[src/rtl/uart_arb_pkg.sv]
// Shared types and constants for the two-requester UART TX/RX arbiter.
// Optional round-robin arbitration is selected by defining UART_ARB_RR_EN.
package uart_arb_pkg;

    localparam int unsigned SYNC_STAGES       = 2;
    localparam int unsigned DEF_STROBE_CYCLES = 2;
    localparam int unsigned DEF_BUSY_TIMEOUT  = 8;
    localparam int unsigned DATA_W            = 8;
    localparam int unsigned CNT_W             = 8;

    typedef enum logic [1:0] {
        ST_IDLE      = 2'd0,
        ST_STROBE    = 2'd1,
        ST_WAIT_BUSY = 2'd2,
        ST_WAIT_DONE = 2'd3
    } tx_state_e;

endpackage

[src/rtl/sync2.sv]
// Two-flop synchroniser for a single-bit asynchronous input.
module sync2
    import uart_arb_pkg::*;
(
    input  logic clk_i,
    input  logic rst_ni,
    input  logic d_i,
    output logic q_o
);

    logic [SYNC_STAGES-1:0] sync_q;

    always_ff @(posedge clk_i or negedge rst_ni) begin
        if (!rst_ni) begin
            sync_q <= '0;
        end else begin
            sync_q <= {sync_q[SYNC_STAGES-2:0], d_i};
        end
    end

    assign q_o = sync_q[SYNC_STAGES-1];

endmodule

[src/rtl/uart_arbiter.sv]
// Arbitrates two byte requesters onto one UART TX port and buffers one RX byte.
// Define UART_ARB_RR_EN for round-robin arbitration; otherwise req0 has fixed priority.
module uart_arbiter
    import uart_arb_pkg::*;
#(
    parameter int unsigned STROBE_CYCLES = DEF_STROBE_CYCLES,
    parameter int unsigned BUSY_TIMEOUT  = DEF_BUSY_TIMEOUT
) (
    input  logic              sclk,
    input  logic              reset,
    input  logic              req0_valid,
    input  logic [DATA_W-1:0] req0_data,
    output logic              req0_ready,
    input  logic              req1_valid,
    input  logic [DATA_W-1:0] req1_data,
    output logic              req1_ready,
    output logic              grant,
    output logic              uart_ss,
    output logic [DATA_W-1:0] uart_data,
    input  logic              uart_busy,
    input  logic [DATA_W-1:0] uart_rec_data,
    input  logic              uart_rec_valid,
    output logic              uart_rr,
    output logic              rx_valid,
    output logic [DATA_W-1:0] rx_data,
    input  logic              rx_ack,
    output logic              rx_overrun,
    output logic              tx_timeout
);

    tx_state_e         state_q, state_d;
    logic [CNT_W-1:0]  cnt_q, cnt_d;
    logic              ss_q, ss_d;
    logic [DATA_W-1:0] data_q, data_d;
    logic              grant_q, grant_d;
    logic              timeout_q, timeout_d;
    logic              rv_prev_q, rv_prev_d;
    logic              rr_q, rr_d;
    logic              rx_valid_q, rx_valid_d;
    logic [DATA_W-1:0] rx_data_q, rx_data_d;
    logic              overrun_q, overrun_d;
`ifdef UART_ARB_RR_EN
    logic              last_q, last_d;
`endif

    logic busy_s, rv_s;
    logic win1, idle_ok, take, rv_edge;

    sync2 u_sync_busy (.clk_i(sclk), .rst_ni(reset), .d_i(uart_busy),      .q_o(busy_s));
    sync2 u_sync_rv   (.clk_i(sclk), .rst_ni(reset), .d_i(uart_rec_valid), .q_o(rv_s));

    // Winner selection; ready is gated by reset so it is low while reset is held.
    always_comb begin
`ifdef UART_ARB_RR_EN
        win1 = req1_valid && (!req0_valid || !last_q);
`else
        win1 = req1_valid && !req0_valid;
`endif
        idle_ok    = reset && (state_q == ST_IDLE);
        req0_ready = idle_ok && req0_valid && !win1;
        req1_ready = idle_ok && win1;
        take       = (req0_valid && req0_ready) || (req1_valid && req1_ready);
    end

    // TX next-state and registered outputs
    always_comb begin
        state_d   = state_q;
        cnt_d     = cnt_q;
        ss_d      = ss_q;
        data_d    = data_q;
        grant_d   = grant_q;
        timeout_d = 1'b0;
`ifdef UART_ARB_RR_EN
        last_d    = last_q;
`endif
        unique case (state_q)
            ST_IDLE: begin
                if (take) begin
                    state_d = ST_STROBE;
                    ss_d    = 1'b1;
                    cnt_d   = '0;
                    data_d  = win1 ? req1_data : req0_data;
                    grant_d = win1;
`ifdef UART_ARB_RR_EN
                    last_d  = win1;
`endif
                end
            end
            ST_STROBE: begin
                if (cnt_q == CNT_W'(STROBE_CYCLES - 1)) begin
                    state_d = ST_WAIT_BUSY;
                    ss_d    = 1'b0;
                    cnt_d   = '0;
                end else begin
                    cnt_d = cnt_q + CNT_W'(1);
                end
            end
            ST_WAIT_BUSY: begin
                if (busy_s) begin
                    state_d = ST_WAIT_DONE;
                end else if (cnt_q == CNT_W'(BUSY_TIMEOUT - 1)) begin
                    state_d   = ST_IDLE;
                    timeout_d = 1'b1;
                end else begin
                    cnt_d = cnt_q + CNT_W'(1);
                end
            end
            ST_WAIT_DONE: begin
                if (!busy_s) begin
                    state_d = ST_IDLE;
                end
            end
            default: state_d = ST_IDLE;
        endcase
    end

    // RX capture: an edge while a byte is still unacknowledged only flags overrun
    always_comb begin
        rv_edge    = rv_s && !rv_prev_q;
        rv_prev_d  = rv_s;
        rr_d       = rv_edge;
        rx_valid_d = rx_valid_q;
        rx_data_d  = rx_data_q;
        overrun_d  = overrun_q;
        if (rv_edge) begin
            if (rx_valid_q && !rx_ack) begin
                overrun_d = 1'b1;
            end else begin
                rx_data_d  = uart_rec_data;
                rx_valid_d = 1'b1;
            end
        end else if (rx_ack && rx_valid_q) begin
            rx_valid_d = 1'b0;
            overrun_d  = 1'b0;
        end
    end

    always_ff @(posedge sclk or negedge reset) begin
        if (!reset) begin
            state_q    <= ST_IDLE;
            cnt_q      <= '0;
            ss_q       <= 1'b0;
            data_q     <= '0;
            grant_q    <= 1'b0;
            timeout_q  <= 1'b0;
            rv_prev_q  <= 1'b0;
            rr_q       <= 1'b0;
            rx_valid_q <= 1'b0;
            rx_data_q  <= '0;
            overrun_q  <= 1'b0;
`ifdef UART_ARB_RR_EN
            last_q     <= 1'b1;
`endif
        end else begin
            state_q    <= state_d;
            cnt_q      <= cnt_d;
            ss_q       <= ss_d;
            data_q     <= data_d;
            grant_q    <= grant_d;
            timeout_q  <= timeout_d;
            rv_prev_q  <= rv_prev_d;
            rr_q       <= rr_d;
            rx_valid_q <= rx_valid_d;
            rx_data_q  <= rx_data_d;
            overrun_q  <= overrun_d;
`ifdef UART_ARB_RR_EN
            last_q     <= last_d;
`endif
        end
    end

    assign uart_ss    = ss_q;
    assign uart_data  = data_q;
    assign grant      = grant_q;
    assign tx_timeout = timeout_q;
    assign uart_rr    = rr_q;
    assign rx_valid   = rx_valid_q;
    assign rx_data    = rx_data_q;
    assign rx_overrun = overrun_q;

endmodule

[config.mk]
export PLATFORM = sky130hd
export DESIGN_NAME = uart_arbiter
export DESIGN_NICKNAME = d
export VERILOG_FILES = /design/src/rtl/uart_arb_pkg.sv /design/src/rtl/sync2.sv /design/src/rtl/uart_arbiter.sv
export SDC_FILE = /design/constraint.sdc
export NUM_CORES = 1
export LEC_CHECK = 0
export ABC_AREA = 1
export ABC_CLOCK_PERIOD_IN_PS = 1600
export CAP_MARGIN = 5
export CORE_ASPECT_RATIO = 0.8
export CORE_MARGIN = 2
export CORE_UTILIZATION = 56
export CTS_BUF_LIST = sky130_fd_sc_hd__clkbuf_8 sky130_fd_sc_hd__clkbuf_16
export DETAILED_ROUTE_END_ITERATION = 12
export DONT_BUFFER_PORTS = 1
export PLACE_DENSITY = 0.74
export SKIP_LAST_GASP = 1
export SLEW_MARGIN = 20
export SYNTH_ARGS = -nofsm -noshare
export SYNTH_HDL_FRONTEND = slang
export SYNTH_SLANG_ARGS = --single-unit
[constraint.sdc]
create_clock -name sclk -period 1.6 [get_ports sclk]
set_clock_uncertainty 0.15 [all_clocks]
set_input_delay 0.16 -clock sclk [delete_from_list [all_inputs] [get_ports sclk]]
set_output_delay 0.16 -clock sclk [all_outputs]
set_load 0.02 [all_outputs]
==> run summary, run 1 <==
The run finished, with violations left. The final reports fail on setup timing. The worst hold path passes through 4 cells.

At the end of the flow the core is filled with cells to 82.5%. TritonCTS created 5 clock buffers. The tightest min-delay check is of the in -> reg type. The tools report the launching element type of the critical path as a register. IR analysis of the VDD net gives a maximum drop of 0.00119 V.

The later pin in the worst-skew pair is clocked with a latency of 0.29 ns. In the synthesized netlist, the number of instances is 242. The share of the synthesized area in the top cell type is 47.5%. The detailed router placed 2060 vias in this run.

The switching part of the total is 45.0%, and the part of the total power dissipated in sequential elements is 37.6%. The largest fanout on the critical path is 3, and the number of DRC markers in iteration 0 is 233. Synthesis inferred 37 register bits. For the relative contribution of combinational cells to total power, the log shows 46.5%.

Clock transition at the register clock pins on the worst setup and hold paths after CTS: 0.08 ns. sky130_fd_sc_hd__dfrtp_1 takes more of the synthesized area than any other cell. The least setup slack across all paths after layout came out at -0.179 ns. The tools report the area of the die as 3970 um2.

The half-perimeter wire length of the detailed placement result came out at 2910 um. The post-synth net total was 281; the global routing usage summed across all routing layers was 28.4%. Dividing the detail-routed wire length by the instance count gives 19.2 um. For this block, the routed nets add up to 6730 um of wire. TritonCTS built the clock tree. Highest clock rate: 0.562 GHz.

Timing analysis after detailed placement gives a worst setup slack of -0.0996 ns. The setup path with the least slack is of type reg -> reg. Timing startpoint of the critical path: cnt_q[0].

STA classifies the critical path endpoint as a register. The power density normalized to cell area was 1460 nW/um2; the fraction of the yosys area taken by sequential cells was 47.5%. The clock net sink count is 37. The tools report the startpoint of the lowest-slack register-to-register path as cnt_q[0]. In this run the horizontal extent of the chip is 69.9 um. After floorplanning, the core was divided into 19 placement rows.

Input and output buffers added on the ports amount to 0. The routed via count divided by cell count is 5.87, and the maximum count of clock buffers along a single path is 2. In this run the mean area of a mapped cell was 8.05 um2. The tools report the via count of the first global-routing pass as 1844. The Yosys step of the flow raised 0 warnings. For the largest net degree at the start of global routing, the log shows 38. The final number of hold-violating endpoints is 0.

The clock power share was 15.9%; the transition time of the tightest slew-check pin was 0.309 ns. Cell internal power was estimated by the tool at 2.23 mW. The initial cell density of the core came out at 57.7%. In this run the remaining antenna-violating nets after routing total 0. The die is 56.8 um tall. The area growth from synthesis to layout is 42.9%. The routability-driven placement congestion ratio is 0.932. The final layout contains 347 nets.

Counting cells, the worst reg-to-reg path comes to 7. For the tightest slew margin relative to the limit, the log shows 79.4%. The core region is 3380 um2. The shortest period the worst path allows is 1.78 ns, and the initial antenna violation count is 0. The tools report the hold path startpoint as req0_valid.

For the number of iterations in the first detailed-routing pass, the log shows 6. For the number of pins with negative max-slew slack in the final report, the log shows 0. In this run the cell area of the synthesized design comes to 1950 um2.

Yosys attributes the largest share of cell area to sky130_fd_sc_hd__dfrtp_1 48%, sky130_fd_sc_hd__nand2_1 17%, sky130_fd_sc_hd__nand3_1 5.7%. The number of different library cells used by synthesis comes to 29. The count of inserted antenna diode cells is 0.

Setup violations remaining at the end of the flow were counted as 21. For the final worst hold slack, the log shows 0.0884 ns. Of the available clock period, the critical path in the final layout requires 111%. The standby leakage power came out at 1.39 nW. The tools report the global route total overflow as 0.

The tree is rooted in a sky130_fd_sc_hd__clkbuf_8. The ratio of cells with drive above 1 in the final layout works out to 24.6%. The signal arrival time at the worst endpoint was 1.86 ns. The tool flagged a number of max-cap violations equal to 0. Setup repair after global routing could not meet its margin everywhere. For the worst setup path, the data required time is 1.68 ns. For this run, design rule violations remaining after detail routing come to 0. After routing, the total negative slack on setup checks comes to -1.92 ns. The run gives 55 as the I/O pin total.

The global-route wire length before repair is 8690 um, and the switching component of the power is 1.83 mW. CTS built an H-tree with a depth of 2.
-- stage by stage --
step                power [mW]  cell area [um2]  std cells
floorplan                 2.42             1970        242
global placement          2.74             2120        296
detailed placement        2.77             2120        296
CTS                       3.54             2590        341
global route              4.26             2780        351
finish                    4.06             2780        351
-- worst max-delay path, stage by stage, from the launching register on --
cell and delay, ns:
sky130_fd_sc_hd__dfrtp_1 0.41, sky130_fd_sc_hd__ha_2 0.21, sky130_fd_sc_hd__buf_4 0.12, sky130_fd_sc_hd__nand3_1 0.15, sky130_fd_sc_hd__xor2_1 0.21, sky130_fd_sc_hd__a21oi_1 0.23
sky130_fd_sc_hd__nand3_1 0.13, sky130_fd_sc_hd__nand2_1 0.10
-- flip-flops by register name, summed over array words and instances, names as in the netlist, 2 cells and up --
register and cells:
cnt_q 8, rx_data 8, state_q 2, u_sync_busy.sync_q 2
u_sync_rv.sync_q 2, uart_data 8
-- cell usage after synthesis, drive strengths merged --
| library cell | count |
|---|---|
| nand2 | 91 |
| dfrtp | 37 |
| nor2 | 25 |
| nand3 | 23 |
| inv | 21 |
| a31oi | 9 |
| ha | 8 |
| a21oi | 6 |
| buf | 5 |
| o21ai | 4 |
| xor2 | 3 |
| a21boi | 2 |
| nand4 | 2 |
| and2 | 1 |
| clkbuf | 1 |
| nor3b | 1 |
| o211ai | 1 |
| o21bai | 1 |
| or2 | 1 |
-- per-layer routing --
| layer | vias to the layer above | GRT usage (%) | share of wire, % |
|---|---|---|---|
| li1 | 902 | - | - |
| met1 | 978 | 35.7 | 37 |
| met2 | 146 | 46.0 | 49 |
| met3 | 34 | 8.26 | 9.3 |
| met4 | 0 | 11.8 | 4.6 |
| met5 | - | 0 | 0 |
-- path summary, 6_finish.rpt --
| path | end | slack [ns] |
|---|---|---|
| hold / removal | uart_data[7] | 0.09 |
| min in group asynchronous | cnt_q[1] | 0.27 |
| setup / recovery | cnt_q[4] | -0.18 |
| hold reg to reg | u_sync_rv.sync_q[1] | 0.22 |
| max in group asynchronous | rx_valid | 0.84 |
| setup reg to reg | cnt_q[4] | -0.18 |
-- cells in the final DEF, fill, tap and decap left out --
cell type,n
sky130_fd_sc_hd__a21boi_4,1
sky130_fd_sc_hd__o21bai_1,1
sky130_fd_sc_hd__buf_4,27
sky130_fd_sc_hd__nor3b_2,1
sky130_fd_sc_hd__ha_1,4
sky130_fd_sc_hd__nand3_4,2
sky130_fd_sc_hd__nand4_1,2
sky130_fd_sc_hd__nand3_1,19
sky130_fd_sc_hd__a21oi_4,1
sky130_fd_sc_hd__ha_4,1
sky130_fd_sc_hd__or2_1,1
sky130_fd_sc_hd__nor2_4,4
sky130_fd_sc_hd__nand3_2,3
sky130_fd_sc_hd__nand2_1,83
sky130_fd_sc_hd__dlygate4sd3_1,30
sky130_fd_sc_hd__a21boi_1,1
sky130_fd_sc_hd__inv_2,3
sky130_fd_sc_hd__nor2_1,16
sky130_fd_sc_hd__xor2_1,3
sky130_fd_sc_hd__buf_6,3
sky130_fd_sc_hd__a31oi_1,9
sky130_fd_sc_hd__dfrtp_1,37
sky130_fd_sc_hd__ha_2,3
sky130_fd_sc_hd__a21oi_1,3
sky130_fd_sc_hd__buf_12,2
sky130_fd_sc_hd__nand2_4,3
sky130_fd_sc_hd__and2_1,1
sky130_fd_sc_hd__inv_1,19
sky130_fd_sc_hd__clkbuf_16,1
sky130_fd_sc_hd__nand2_2,5
sky130_fd_sc_hd__o21ai_2,1
sky130_fd_sc_hd__buf_8,1
sky130_fd_sc_hd__clkinv_2,2
sky130_fd_sc_hd__a21oi_2,2
sky130_fd_sc_hd__clkbuf_8,5
sky130_fd_sc_hd__o211ai_1,1
sky130_fd_sc_hd__nor2_2,5
sky130_fd_sc_hd__o21ai_0,3
-- area by class of cell --
cell class / count / area [um2]
Inverter: 21 / 78.8
Clock buffer: 5 / 68.8
Sequential cell: 37 / 926
Tap cell: 42 / 52.6
Fill cell: 179 / 592
Multi-Input combinational cell: 179 / 1030
Clock inverter: 3 / 13.8
Timing Repair Buffer: 64 / 617
-- power groups by stage --
stage / registers [mW] / logic, mW / clock network [mW]
global route: 1.54 / 2.03 / 0.690
floorplan: 1.50 / 0.914 / 0
detailed placement: 1.52 / 1.25 / 0
CTS: 1.50 / 1.41 / 0.630
global placement: 1.52 / 1.22 / 0
finish: 1.53 / 1.89 / 0.644
-- cells by family (layout without fill, tap and decap cells) --
kind of cell,count (synthesis),count (layout),share of synthesized area [%]
simple gates,144,145,31.5
fa+ha+maj,8,8,5.14
buf+inv,27,93,6.16
compound gates,23,23,8.35
xor+xnor,3,3,1.35
flops,37,37,47.5
-- repair_timing --
| item | in CTS | in global routing |
|---|---|---|
| endpoints found under the hold margin | 58 | 0 |
| gates cloned | 0 | 2 |
| gates resized for setup | 4 | 27 |
| setup buffers | 5 | 9 |
| pin swaps | 5 | 15 |
| hold buffers | 32 | 0 |
| endpoints found under the setup margin | 10 | 30 |
Note: power is estimated with default switching activity, not from simulation.
==> run 2, diff against run 1 <==
Settings changed: ABC_CLOCK_PERIOD_IN_PS 1600 to 1880, CORE_UTILIZATION 56 to 60, PLACE_DENSITY 0.74 to 0.76.
Clock period 1.6 ns to 1.88 ns, I/O delays scaled along.
==> run summary, run 2 (same netlist as run 1, synthesis figures left out) <==
The worst reg2reg path depth came out at 10. The maximum count of clock buffers along a single path was 2. For the setup slack at placement, the log shows 0.0209 ns.

The aggregate routed wire length was 6310 um; the total core area was 3090 um2. The number of pins with negative max-slew slack in the final report was 0; the die outline width was 67.7 um. The terminating pin of the worst hold path was uart_data[7]. The tools report the instance area after placement as 1990 um2. In this run the static leakage power is 1.24 nW. The final-report setup violation count was 3.

The worst register-to-register path begins at state_q[1]. Setup repair after global routing could not meet its margin everywhere. The detail-routed net length per standard cell works out to 19.2 um.

Headroom to the max-slew limit came out at 66.6%. At the later pin of the worst-skew pair, clock insertion delay measures 0.30 ns. Final number of hold-violating endpoints: 0. The peak ir drop on the vdd network was 0.00105 V. TritonCTS built the clock tree. The most common cell after layout, fill and taps aside is sky130_fd_sc_hd__nand2_1.

The tools report the highest clock rate as 0.524 GHz. Clock transition at the register clock pins on the worst setup and hold paths after CTS: 0.08 ns. The tools report the area of the die as 3720 um2. The power density normalized to cell area is 1280 nW/um2.

The count of nets left with antenna violations after detail routing is 0. The worst path buffer plus inverter count is 1. Row generation in the floorplan step produced 18 rows. Master of the slowest instance on the critical path: sky130_fd_sc_hd__dfrtp_2. The post-route cell area came out at 2520 um2.

For this design the total switching power over the nets is 1.48 mW. Data on the critical path is required at its endpoint by 1.54 ns. The initial utilization of the core area, before any placement, comes to 63.1%. The clock tree synthesis step divided the H-tree into 2 levels. The logic depth of the worst path, buffers included was 4; the clock net sink count was 37.

In this design, the largest share of critical-path delay is due to simple AND/OR/NAND/NOR gates. Relative contribution of combinational cells to total power: 40.6%. Area growth from synthesis to layout: 29.4%.

The endpoint identified for the worst register-to-register timing path is cnt_q[0]. The final reports fail on setup timing. The startpoint identified for the worst hold timing path is req0_valid. The number of input and output port buffers inserted came out at 0. Cell internal power was estimated by the tool at 1.73 mW. The least setup slack across all paths after layout was -0.0283 ns; the number of CTS-inserted buffers was 5. Final core utilization: 81.7%.

Data on the critical path arrives at its endpoint at 1.57 ns. Shortest period the worst path allows: 1.91 ns. The share of total power dissipated in sequential elements is 41.5%.

The routed layout has 1980 vias. Number of maximum-capacitance violations: 0. In this run the count of I/O pins placed on the die edge is 55.

The die is 55.0 um tall. Routed via count divided by cell count: 6.04. The path class of the tightest hold or removal check is in -> reg.

Along the worst hold path, the cell count comes to 3. The residual DRC count was 0; the number of iterations in the first detailed-routing pass was 6. The worst setup path is of the reg -> out kind. The slack of the worst reg-to-reg path came out at -0.01 ns. The share of total power dissipated in the clock network is 17.9%. The transition time of the tightest slew-check pin works out to 0.502 ns. The worst setup path is captured at an output port. The final critical path takes up 102% of the cycle.

The total overflow left after global routing is 0. The number of DRC markers in iteration 0 was 204; the half-perimeter wire length of the detailed placement result was 2870 um. At the end of routability-driven placement, the weighted congestion stood at 0.819. Clock tree root driver cell: sky130_fd_sc_hd__clkbuf_8.

The switching part of the total was 46.1%. The via count of the first global-routing pass was 1910; the critical path's largest stage delay was 0.45 ns. The global-route wire length before repair came out at 9200 um. The final worst hold slack was 0.0277 ns. The worst setup path is launched from a register. The initial antenna violation count came out at 0. The largest fanout on the critical path works out to 5. At the end of the flow, the number of nets in the layout was 326. The critical path goes through inv_2 > ha_4 > nand2_2 > nor2_1. Across every metal layer, demand over resource in global routing totals 35.4%.

In the layout the commonest cells are 88 x sky130_fd_sc_hd__nand2_1, 37 x sky130_fd_sc_hd__dlygate4sd3_1, 35 x sky130_fd_sc_hd__dfrtp_1. The flow ran to the end, but the final reports show violations. In the final layout, the share of cells above drive strength 1 is 10.8%. Entering global routing, the biggest net connects 38 pins.
[run 2: worst max-delay path by stage]
stage | start | endpoint | slack [ns]
after floorplan | state_q[1] | state_q[0] | 0.15
after global placement | state_q[1] | cnt_q[0] | 0.11
after detailed placement | state_q[1] | cnt_q[0] | 0.02
after CTS | state_q[1] | req1_ready | -0.02
after global routing | state_q[1] | cnt_q[0] | -0.16
final | state_q[1] | req0_ready | -0.03
[run 2: metrics by stage]
step                      setup TNS, ns  total power, mW  std cells
after floorplan                       0             2.01        242
after global placement                0             2.20        281
after detailed placement              0             2.23        281
after CTS                       -0.0294             2.86        326
after global routing             -0.353             3.35        327
final                           -0.0631             3.21        328
[run 2: routing by layer]
metal | global-route usage, % | vias to the layer above | wire length (um)
li1 | - | 856 | -
met1 | 38.7 | 933 | 2290
met2 | 61.4 | 140 | 3010
met3 | 11.7 | 51 | 599
met4 | 19.7 | 0 | 417
met5 | 0 | - | 0
[run 2: tightest hold or removal path, stage by stage]
cell and delay [ns]:
sky130_fd_sc_hd__nor2_2 0.07, sky130_fd_sc_hd__nand2_1 0.09, sky130_fd_sc_hd__a31oi_1 0.10
[run 2: timing repair]
action,in CTS,in global routing
setup endpoints to repair,4,21
pin swaps,0,0
gates resized for setup,1,10
hold buffers,38,0
hold endpoints to repair,58,0
gates cloned,0,0
setup buffers,0,1
[run 2: power by group through the flow]
stage	combinational, mW	clock, mW	sequential (mW)
after CTS	1.02	0.547	1.29
after global routing	1.40	0.605	1.34
after detailed placement	0.922	0	1.31
after floorplan	0.738	0	1.28
final	1.31	0.576	1.33
after global placement	0.899	0	1.30
[run 2: area by class of cell]
type	instances	area, um2
Timing Repair Buffer	44	439
Multi-Input combinational cell	178	936
Sequential cell	37	928
Inverter	21	78.8
Fill cell	176	564
Antenna cell	1	2.50
Clock buffer	6	82.6
Clock inverter	1	3.75
Tap cell	40	50.0
==> run 3, diff against run 2 <==
==> constraint.sdc (replaced) <==
create_clock -name sclk -period 1.88 [get_ports sclk]
set_clock_uncertainty 0.15 [all_clocks]
set_input_delay 0.282 -clock sclk [delete_from_list [all_inputs] [get_ports sclk]]
set_output_delay 0.282 -clock sclk [all_outputs]
set_load 0.02 [all_outputs]
==> run summary, run 3 (same netlist as run 1, synthesis figures left out) <==
The run finished with clean final reports. Setup repair after global routing left no endpoint under its margin. The number of pins with negative max-slew slack in the final report is 0. Before CTS, the worst setup slack after placement is 0.0249 ns. The transition time of the tightest slew-check pin came out at 0.388 ns.

In the layout the commonest cells are 88 x sky130_fd_sc_hd__nand2_1, 35 x sky130_fd_sc_hd__dfrtp_1, 26 x sky130_fd_sc_hd__dlygate4sd3_1. The filler cell count in the final layout was 183. Buffers added to address setup during post-CTS repair amount to 0. 0 antenna diodes ended up in the layout. The worst pin sits at a relative slew slack of 74.1%. Global routing consumed, on the met1 layer, 38.4% of the routing resources. The critical path start-end classification was reg -> reg. TritonCTS built the clock tree. Setup violations remaining at the end of the flow were counted as 0. The setup TNS came out at 0 ns. Clock-pin slew was measured on the worst setup and hold paths at 0.08 ns.

The die outline width was 67.7 um. The run gives 0.29 ns as the clock latency of the later-clocked register in the worst-skew pair. In this run the worst setup path terminates at cnt_q[3].

Summed over all layers, the global routing overflow is 0. The tools report the clock tree root driver cell as sky130_fd_sc_hd__clkbuf_8. The number of DRC markers in iteration 0 is 180. Relative to the synthesized area, the layout overhead comes to 25.4%. The clock passes through at most 2 buffers. After floorplanning, the core was divided into 18 placement rows. The routed via count divided by cell count was 5.56; the initial antenna violation count was 0.

The final number of hold-violating endpoints is 0. The number of input and output port buffers inserted came out at 0. The launching element type of the critical path was a register. The signal arrival time at the worst endpoint was 1.87 ns; the largest fanout on the critical path was 7.

The die covers 3720 um2. The via count of the first global-routing pass is 1688, and the shortest period the worst path allows is 1.80 ns. At the worst endpoint, the required time is 1.95 ns. After detailed routing, the total wire length is 5170 um. In the final layout, the share of cells above drive strength 1 is 11.6%. Global routing used 49.0% of the available met2 tracks.

The H-tree was split into 2 levels. Final net count: 315. The count of nets left with antenna violations after detail routing was 0. The height of the chip is 55.0 um. The tools report the global routing usage summed across all routing layers as 30.3%.

Final critical-path share of the clock period: 95.8%. Most common cell after layout, fill and taps aside: sky130_fd_sc_hd__nand2_1. The worst hold path belongs to the class in -> reg. For the largest net degree at the start of global routing, the log shows 38. The capture instance of the worst register-to-register path is cnt_q[3]. The element type at the critical path end is a register. For this design the static power due to leakage is 1.22 nW. The startpoint of the lowest-slack register-to-register path is state_q[0]. The least setup slack across all paths after layout was 0.0782 ns. The first global-routing pass estimated 7970 um of wire. In this run the most used layer during global routing was met2. Tracing the worst setup path back leads to its startpoint at state_q[0]. The first detailed-routing pass took 4 iterations.

The tree built by TritonCTS fans out to 37 sinks. Worst reg2reg path depth: 7. Dividing the detail-routed wire length by the instance count gives 16.3 um. Derived from the worst setup path, the maximum achievable clock frequency is 0.555 GHz. The logs give 8.91% for the met3 global-route usage and 0.00120 V for the peak ir drop on the vdd network. The I/O pin total came out at 55. Across the run, the number of max-cap violations was 0. The congestion estimate from routability-driven global placement came to 0.821. The worst hold path begins at req1_data[7].

Clock tree synthesis inserted a total of 5 buffers. Detailed placement finished with a half-perimeter wire length of 2890 um. The total core area was 3090 um2; the slack of the worst reg-to-reg path was 0.08 ns. In the routed design, unresolved DRC markers number 0. The final route contains 1761 vias. Dividing total power by cell area gives a power density of 1300 nW/um2. The initial utilization of the core area, before any placement, comes to 63.1%.
[run 3: timing repair]
action | CTS | global route
hold buffers | 27 | 0
hold endpoints to repair | 57 | 0
pin swaps | 1 | 0
gates resized for setup | 5 | 7
cloned | 0 | 0
setup endpoints to repair | 2 | 21
[run 3: worst min-delay path by stage]
stage                    to  slack [ns]  cells past startpoint
2_1_floorplan      cnt_q[0]       -0.16                      0
3_3_place_gp       cnt_q[7]       -0.16                      0
3_5_place_dp     rx_overrun       -0.16                      0
4_1_cts        uart_data[7]       0.001                      2
5_1_grt        uart_data[7]        0.03                      2
6_report       uart_data[7]       0.002                      2
[run 3: final cells by class]
class,count,area [um2],share of cell area (%)
clock inverters,2,33.8,1.38
repair buffers,33,325,13.3
clock buffers,6,82.6,3.38
inverters,21,78.8,3.23
multi-input cells,178,945,38.7
well taps,40,50.0,2.05
flip-flops and latches,37,928,38.0
[run 3: stage by stage]
stage          total power [mW]  instances  cell area [um2]  util, %  hold WS [ns]
2_1_floorplan              2.01        242             1950        -        -0.164
3_3_place_gp               2.20        282             2000     64.9        -0.162
3_5_place_dp               2.23        282             2000     64.9        -0.162
4_1_cts                    3.02        317             2420     78.3       0.00130
5_1_grt                    3.36        317             2440     79.2        0.0287
6_report                   3.17        317             2440     79.2       0.00227
[run 3: worst max-delay path, cell delays in order, from the launching register on]
cell and delay [ns]:
sky130_fd_sc_hd__dfrtp_1 0.35, sky130_fd_sc_hd__inv_1 0.10, sky130_fd_sc_hd__ha_1 0.28, sky130_fd_sc_hd__a21oi_1 0.32, sky130_fd_sc_hd__nand2_1 0.15, sky130_fd_sc_hd__nor2_4 0.19
sky130_fd_sc_hd__nand3_1 0.09, sky130_fd_sc_hd__nand2_1 0.10
[run 3: per-layer routing]
metal,vias to the layer above,wire (um)
met5,-,0
met4,0,112
met3,12,435
met2,83,2500
met1,830,2130
li1,836,-
[run 3: where the power goes]
group / leakage [nW] / internal [mW] / switching (mW)
Sequential: 0.457 / 0.978 / 0.331
Clock: 0.0626 / 0.427 / 0.277
Combinational: 0.705 / 0.436 / 0.718
Total: 1.22 / 1.84 / 1.33
